**src/rtl/mdio_master.sv**
```systemverilog
// Clause 22 MDIO initiator: generates MDC and shifts read/write frames over MDIO.
// Latency: (PREAMBLE_LEN+32)*2*CLK_DIV+1 clk from acceptance to resp_valid (MDIO_PREAMBLE_SUPPRESS_EN adds no_pre).
// Backpressure: req_ready is high only in IDLE and in the one-cycle DONE slot; one frame in flight.
module mdio_master #(
    parameter int CLK_DIV      = 10,
    parameter int PREAMBLE_LEN = 32
) (
    input  logic        clk,
    input  logic        rst_n,
    output logic        mdc,
    output logic        mdio_o,
    output logic        mdio_oe,
    input  logic        mdio_i,
`ifdef MDIO_PREAMBLE_SUPPRESS_EN
    input  logic        no_pre,
`endif
    input  logic        req_valid,
    output logic        req_ready,
    input  logic        req_write,
    input  logic [4:0]  req_phyad,
    input  logic [4:0]  req_regad,
    input  logic [15:0] req_wdata,
    output logic        resp_valid,
    output logic [15:0] resp_rdata,
    output logic        resp_err
);

    localparam int CNT_MAX = (PREAMBLE_LEN > 16) ? PREAMBLE_LEN : 16;
    localparam int CW      = $clog2(CNT_MAX);
    localparam int DW      = $clog2(CLK_DIV);

    localparam logic [DW-1:0] DIV_LAST = DW'(CLK_DIV - 1);
    localparam logic [CW-1:0] PRE_LAST = CW'(PREAMBLE_LEN - 1);

    typedef enum logic [3:0] {
        S_IDLE, S_PRE, S_ST, S_OP, S_PHYAD, S_REGAD, S_TA, S_DATA, S_DONE
    } state_t;

    state_t          state, state_nxt, state_succ;
    logic [CW-1:0]   bit_cnt, bit_cnt_nxt, bit_last;
    logic [DW-1:0]   div_cnt;
    logic [31:0]     frame_sr;
    logic [31:0]     frame_new;
    logic [15:0]     rd_sr;
    logic            wr_q;
    logic            err_acc;
    logic            mdio_q;
    logic            skip_pre;
    logic            fire;
    logic            active;
    logic            div_last;
    logic            rise;
    logic            bit_end;

`ifdef MDIO_PREAMBLE_SUPPRESS_EN
    assign skip_pre = no_pre;
`else
    assign skip_pre = 1'b0;
`endif

    assign req_ready = (state == S_IDLE) || (state == S_DONE);
    assign fire      = req_valid && req_ready;
    assign active    = (state != S_IDLE) && (state != S_DONE);
    assign div_last  = (div_cnt == DIV_LAST);
    // mdc doubles as the half-period phase: low half then high half of each bit
    assign rise      = active && !mdc && div_last;
    assign bit_end   = active &&  mdc && div_last;

    // Everything after the preamble; TA/DATA slots of a read are placeholders (line released)
    assign frame_new = {2'b01,
                        req_write ? 2'b01 : 2'b10,
                        req_phyad,
                        req_regad,
                        2'b10,
                        req_write ? req_wdata : 16'h0000};

    always_comb begin
        bit_last   = '0;
        state_succ = S_IDLE;
        case (state)
            S_PRE:   begin bit_last = PRE_LAST; state_succ = S_ST;    end
            S_ST:    begin bit_last = CW'(1);   state_succ = S_OP;    end
            S_OP:    begin bit_last = CW'(1);   state_succ = S_PHYAD; end
            S_PHYAD: begin bit_last = CW'(4);   state_succ = S_REGAD; end
            S_REGAD: begin bit_last = CW'(4);   state_succ = S_TA;    end
            S_TA:    begin bit_last = CW'(1);   state_succ = S_DATA;  end
            S_DATA:  begin bit_last = CW'(15);  state_succ = S_DONE;  end
            default: begin bit_last = '0;       state_succ = S_IDLE;  end
        endcase
    end

    always_comb begin
        state_nxt   = state;
        bit_cnt_nxt = bit_cnt;
        case (state)
            S_IDLE, S_DONE: begin
                bit_cnt_nxt = '0;
                if (fire) state_nxt = skip_pre ? S_ST : S_PRE;
                else      state_nxt = S_IDLE;
            end
            default: begin
                if (bit_end) begin
                    if (bit_cnt == bit_last) begin
                        state_nxt   = state_succ;
                        bit_cnt_nxt = '0;
                    end else begin
                        bit_cnt_nxt = bit_cnt + 1'b1;
                    end
                end
            end
        endcase
    end

    always_ff @(posedge clk) begin
        if (!rst_n) begin
            state   <= S_IDLE;
            bit_cnt <= '0;
        end else begin
            state   <= state_nxt;
            bit_cnt <= bit_cnt_nxt;
        end
    end

    always_ff @(posedge clk) begin
        if (!rst_n) begin
            mdc        <= 1'b0;
            mdio_o     <= 1'b1;
            mdio_oe    <= 1'b0;
            mdio_q     <= 1'b1;
            div_cnt    <= '0;
            frame_sr   <= '0;
            rd_sr      <= '0;
            wr_q       <= 1'b0;
            err_acc    <= 1'b0;
            resp_valid <= 1'b0;
            resp_rdata <= '0;
            resp_err   <= 1'b0;
        end else begin
            resp_valid <= 1'b0;
            mdio_q     <= mdio_i;
            if (fire) begin
                div_cnt <= '0;
                mdc     <= 1'b0;
                wr_q    <= req_write;
                err_acc <= 1'b0;
                rd_sr   <= '0;
                mdio_oe <= 1'b1;
                if (skip_pre) begin
                    mdio_o   <= frame_new[31];
                    frame_sr <= {frame_new[30:0], 1'b0};
                end else begin
                    mdio_o   <= 1'b1;
                    frame_sr <= frame_new;
                end
            end else if (active) begin
                div_cnt <= div_last ? '0 : div_cnt + 1'b1;
                if (rise) begin
                    mdc <= 1'b1;
                    // PHY changes the line just after MDC rises, so the value held in mdio_q is stable
                    if (!wr_q && state == S_TA && bit_cnt == CW'(1)) err_acc <= mdio_q;
                    if (!wr_q && state == S_DATA) rd_sr <= {rd_sr[14:0], mdio_q};
                end
                if (bit_end) begin
                    mdc <= 1'b0;
                    if (state_nxt == S_DONE) begin
                        mdio_oe    <= 1'b0;
                        mdio_o     <= 1'b1;
                        resp_valid <= 1'b1;
                        resp_rdata <= wr_q ? 16'h0000 : rd_sr;
                        resp_err   <= wr_q ? 1'b0 : err_acc;
                    end else if (state_nxt == S_PRE) begin
                        mdio_o <= 1'b1;
                    end else begin
                        if (!wr_q && (state_nxt == S_TA || state_nxt == S_DATA)) begin
                            mdio_o  <= 1'b1;
                            mdio_oe <= 1'b0;
                        end else begin
                            mdio_o  <= frame_sr[31];
                            mdio_oe <= 1'b1;
                        end
                        frame_sr <= {frame_sr[30:0], 1'b0};
                    end
                end
            end
        end
    end

endmodule
```
**config.mk**
```make
export PLATFORM = sky130hd
export DESIGN_NAME = mdio_master
export DESIGN_NICKNAME = d
export VERILOG_FILES = /design/src/rtl/mdio_master.sv
export SDC_FILE = /design/constraint.sdc
export NUM_CORES = 1
export LEC_CHECK = 0
export BUFFER_PORTS_ARGS = -buffer_cell sky130_fd_sc_hd__buf_2
export CAP_MARGIN = 10
export CORE_AREA = 4 4 79 99
export DETAILED_ROUTE_END_ITERATION = 8
export DIE_AREA = 0 0 83 103
export PLACE_DENSITY = 0.85
export SLEW_MARGIN = 20
export SYNTH_ARGS = -nofsm -noshare
export SYNTH_HDL_FRONTEND = slang
export SYNTH_SLANG_ARGS = --single-unit
export TNS_END_PERCENT = 5
```
**constraint.sdc**
```tcl
create_clock -name clk -period 2.91 [get_ports clk]
set_input_delay 0.291 -clock clk [delete_from_list [all_inputs] [get_ports clk]]
set_output_delay 0.291 -clock clk [all_outputs]
set_load 0.01 [all_outputs]
```
# [Word level (Yosys, flattened, before mapping)]
# Cells that the tools add are included.
[op_classes] n_addsub=2 eq_ne=19 muxes=29 n_bitwise=6 n_reduce_logical=33
[ops] op="31-bit 2-to-1 mux" count=5
[ops] op="16-bit 2-to-1 mux" count=2
[ops] op="4-bit case mux with 7 select lines" count=1
[ops] op="4-bit by 3-bit == test with 1-bit output (second input constant)" count=6
[ops] op="5-bit case mux with 4 select lines" count=1
[ops] op="4-bit 2-to-1 mux" count=4
[ops] op="1-bit 2-to-1 mux" count=14
[ops] op="4-bit == test (second input constant)" count=3
[ops] op="4-bit AND reduction" count=3
[ops] op="1-bit logical AND" count=10
[ops] op="3-bit AND reduction" count=3
[ops] op="4-bit by 1-bit == test with 1-bit output (second input constant)" count=2
[ops] op="4-bit by 2-bit == test with 1-bit output (second input constant)" count=2
[ops] op="1-bit NOT" count=6
[ops] op="2-bit nonzero test" count=3
[ops] op="2-bit OR reduction" count=3
[ops] op="3-bit OR reduction" count=2
[ops] op="5-bit by 1-bit adder with 5-bit output (second input constant)" count=1
[ops] op="5-bit by 1-bit == test with 1-bit output (second input constant)" count=1
[ops] op="5-bit == test" count=1
[ops] op="5-bit 2-to-1 mux" count=1
[ops] op="4-bit by 1-bit adder with 4-bit output (second input constant)" count=1
[ops] op="4-bit zero test" count=1
[ops] op="2-bit != test (second input constant)" count=2
[ops] op="8 further kinds" count=11
[word_totals] regBits=85 inputBits=31 output_inout_bits=22 word_cells=104

# [Longest topological paths before layout]
[logic_depth] word_depth=16 depth_mapped=10 ltp_nobuf=6

# [Worst setup path after synthesis]
# OpenSTA, ideal clock, no wires.
[synth_timing] path_type="register -> register" startpoint="register state[0]" endpoint="register frame_sr[13]" setup_time_ns=0.145 t_arrival_ns=2.189 required_ns=2.765 path_slack_ns=0.576 path_stages_with_launch=10 n_path_buf=3 synth_period_minus_slack_ns=2.334 path_cell_list="dfxtp_1 -> buf_4 -> inv_1 -> o311ai_4 -> o2111ai_4 -> or4_1 -> buf_2 -> buf_2 -> a21oi_1 -> a211oi_2"
[synth_via] elab_chain_cells=10 word_cells_on_any_way=34 classes_between="14 x eq/ne; 7 x mux; 13 x reduce/logical"
[synth_rtl] item="start, declared" line="39" text="state_t state, state_nxt, state_succ;"
[synth_rtl] item="start signal, assigned" line="119" text="state <= state_nxt;"
[synth_rtl] item="4-bit by 3-bit == test with 1-bit output / 4-bit by 2-bit == test with 1-bit output (equally long branches)" line="80" text="case (state)"
[synth_rtl] item="3-bit OR reduction (no line) / 2-bit OR reduction (equally long branches)"
[synth_rtl] item="5-bit case mux with 4 select lines" line="80"
[synth_rtl] item="5-bit == test" line="103" text="if (bit_cnt == bit_last) begin"
[synth_rtl] item="4-bit 2-to-1 mux" line="103"
[synth_rtl] item="4-bit 2-to-1 mux" line="102" text="if (bit_end) begin"
[synth_rtl] item="4-bit 2-to-1 mux" line="95" text="case (state)"
[synth_rtl] item="4-bit by 1-bit == test with 1-bit output / 4-bit == test (equally long branches)" line="171, 165"
[synth_rtl] item="2-bit != test (no line)"
[synth_rtl] item="4-bit AND reduction (no line)"
[synth_rtl] item="end signal, assigned" line="150" text="frame_sr <= {frame_new[30:0], 1'b0};"
[synth_rtl] item="end signal, assigned" line="153" text="frame_sr <= frame_new;"
[synth_rtl] item="end signal, assigned" line="181" text="frame_sr <= {frame_sr[30:0], 1'b0};"
[synth_rtl] item="end, declared" line="42" text="logic [31:0] frame_sr;"
# Parallel ways exist; a longest one is shown, timed or not.
# A chain may end at the register's enable or synchronous reset.

# [Worst setup path after layout]
# Same ends and word-level chain as after synthesis.

==> impl_metrics.tcl <==
set metrics [dict create \
    wirelength_mm 9.12 \
    cts.clk_slew.worst_paths_ps 100 \
    ir_drop_uv 320 \
    slew_viol_final 0 \
    root_buffer "clkbuf_8" \
    status "finished clean" \
    ys.flop_type "dfxtp_1" \
    relSlewSlack_pct 54.1 \
    worstSkewPairLatency_ps 360 \
    grt_use_total_pct 21.3 \
    dp_slack_ps 146 \
    synth_warnings 0 \
    fmax_mhz 363 \
    place.gp.congestion 0.872 \
    drt_iter0_markers 421 \
    grt_overflow_total 0 \
    rows 34 \
    nFillCells 584 \
    dp.cells 561 \
    fin_crit_ps 2750 \
    cp_max_fo 23 \
    async_flop_share_pct 0 \
    finalSetupViolCount 0 \
    synth_cells 444 \
    post_dp_cell_area_sq_um 4180 \
    grt_pass1_vias 3251 \
    dp_hpwl_mm 6.15 \
    worstMarginPinSlew_ps 689 \
    clock_path_buffers 2 \
    drc 0 \
    synth.avg_cell_area_sq_um 8.67 \
    cts-htree-levels 3 \
    dieArea_sq_um 8550 \
    clock-sinks 85 \
    p_leak_uw 0.00152 \
    num_vias 3456 \
    cts_resized 0 \
    whs_ps 128 \
    design.core.area_sq_um 6890 \
    critPathLaunchType "flop" \
    antenna_found_initial 0 \
    final_cell_mix "dfxtp_1 (84), a21oi_1 (69), nand2_1 (63), buf_2 (52), a22oi_1 (25)" \
    hold_viol 0 \
    stdcell_count 577 \
    grt_start_max_net_pins 39 \
    multiInputGateArea_sq_um 1990 \
    area_growth_pct 13.9 \
    holdCritPathClass "in2reg" \
    fp.dieH_um 103 \
    regArea_sq_um 1700 \
    fin_worst_skew_ps 13.4 \
    netlist_area_sq_um 3850 \
    p_per_area_nw_per_um2 540 \
    diodes 0 \
    grt_first_pass_wirelength_mm 15.0 \
    fin_area_sq_um 4390 \
    critical_path_class "reg2reg" \
    rsz0062_at_grt "false" \
    min_period_over_period_pct 94.6 \
    holdBufCountCts 0 \
    final_common_cell "dfxtp_1" \
    cp.arrival_ps 2990 \
    nNetsFinal 515 \
    drive_above_1_share_pct 21.8 \
    cts_tree "built" \
    crit_required_ps 3150 \
    ant_nets 0 \
    boundaryPins 53 \
    yosys_register_bits 85 \
    avgRoutedWirePerCell_um 15.8 \
    yosysSeqAreaShare_pct 44.2 \
    cts_setup_buffers 0 \
    worstSetupEndpointType "flop" \
    final.setup.tns_ps 0 \
    syn-num-nets 477 \
    port_buffers 52 \
    maxCapViolCount 0 \
    start_util_pct 55.9 \
    cts_buffers 9 \
    first_pass_iters 5 \
    timing.final.ws_setup_ps 158 \
    synth_edf_count 0 \
    synth.distinct_cells 51 \
    vias_per_cell 5.99 \
    die_w_um 83 \
]
==> logic make-up after synthesis <==
family,share of synthesized area [%]
AO/OA/AOI/OAI,27.8
XOR/XNOR,1.59
AND/OR/NAND/NOR,20.2
multiplexers,0.260
buffers and inverters,5.30
adder cells (fa/ha/maj),0.650
flip-flops,44.2
==> layer usage <==
layer | vias up | share of wire [%] | GRT usage [%]
met4 | 0 | 2.0 | 9.06
met5 | - | 0 | 0
met1 | 1626 | 43 | 26.1
met2 | 135 | 49 | 35.8
li1 | 1677 | - | -
met3 | 18 | 6.3 | 5.44
==> power by group <==
group          internal (uW)  leakage [uW]  switching [uW]
Combinational            124      0.000736             184
Sequential              1220      0.000691            46.6
Clock                    347     0.0000914             446
Total                   1690       0.00152             677
==> critical path: stages, from the launching register on <==
cell and delay [ps]:
dfxtp_1 620, inv_1 220, o311ai_4 330, o2111ai_4 270
or4_1 660, buf_4 250, a21oi_1 220, a211oi_2 60
==> area by class of cell <==
type                       instances  share of cell area [%]
clock inverter                     6                    1.20
multi-input combinational        313                    45.4
clock buffer                      10                    3.14
sequential                        85                    38.8
timing repair buffer              66                    8.33
tap                               90                    2.57
inverter                           7                   0.599
==> state kept, by name, summed over array words and instances, names as in the netlist, 4 cells and up <==
signal	count
rd_sr	16
frame_sr	32
state	4
bit_cnt	5
resp_rdata	16
div_cnt	4
==> per-stage QoR <==
stage / total power (uW) / util (%)
6_report: 2370 / 63.7
5_1_grt: 2470 / 63.7
4_1_cts: 2380 / 63.4
3_5_place_dp: 1600 / 60.6
3_3_place_gp: 1580 / 60.6
2_1_floorplan: 1520 / -
==> synthesized netlist by cell type, types with 2 or more instances <==
| cell type | number | share of area [%] |
|---|---|---|
| dfxtp_1 | 85 | 44 |
| a21oi_1 | 69 | 9.0 |
| nand2_1 | 63 | 6.1 |
| clkbuf_1 | 28 | 2.7 |
| a22oi_1 | 25 | 4.9 |
| nor2_1 | 23 | 2.2 |
| a211oi_1 | 19 | 3.7 |
| nand3b_1 | 18 | 3.5 |
| a211oi_2 | 10 | 3.2 |
| buf_2 | 7 | 0.91 |
| inv_1 | 7 | 0.68 |
| nand2b_1 | 7 | 1.1 |
| o21ai_0 | 7 | 0.91 |
| nor4_1 | 6 | 0.98 |
| nor2b_1 | 5 | 0.81 |
| nor3_1 | 5 | 0.65 |
| nand3_1 | 4 | 0.52 |
| nand4_1 | 4 | 0.65 |
| xor2_1 | 4 | 0.91 |
| and3_1 | 3 | 0.49 |
| o31a_1 | 3 | 0.68 |
| or4_1 | 3 | 0.58 |
| xnor2_1 | 3 | 0.68 |
| a31oi_1 | 2 | 0.32 |
| and2_1 | 2 | 0.32 |
| buf_4 | 2 | 0.39 |
| buf_6 | 2 | 0.58 |
| ha_1 | 2 | 0.65 |
| o21bai_1 | 2 | 0.39 |
| o221a_1 | 2 | 0.58 |
| o31ai_2 | 2 | 0.65 |
==> final timing paths <==
path | slack (ps) | cells after the start | from | to
worst max-delay path | 160 | 7 | state[0]$_SDFF_PN0_ | frame_sr[13]$_SDFFE_PN0P_
worst min-delay path | 130 | 2 | mdio_i | mdio_q$_SDFF_PN1_
worst max register to register | 160 | 7 | state[0]$_SDFF_PN0_ | frame_sr[13]$_SDFFE_PN0P_
worst min register to register | 460 | 2 | resp_rdata[2]$_SDFFE_PN0P_ | resp_rdata[2]$_SDFFE_PN0P_
Power figures use the tool's default switching activity.
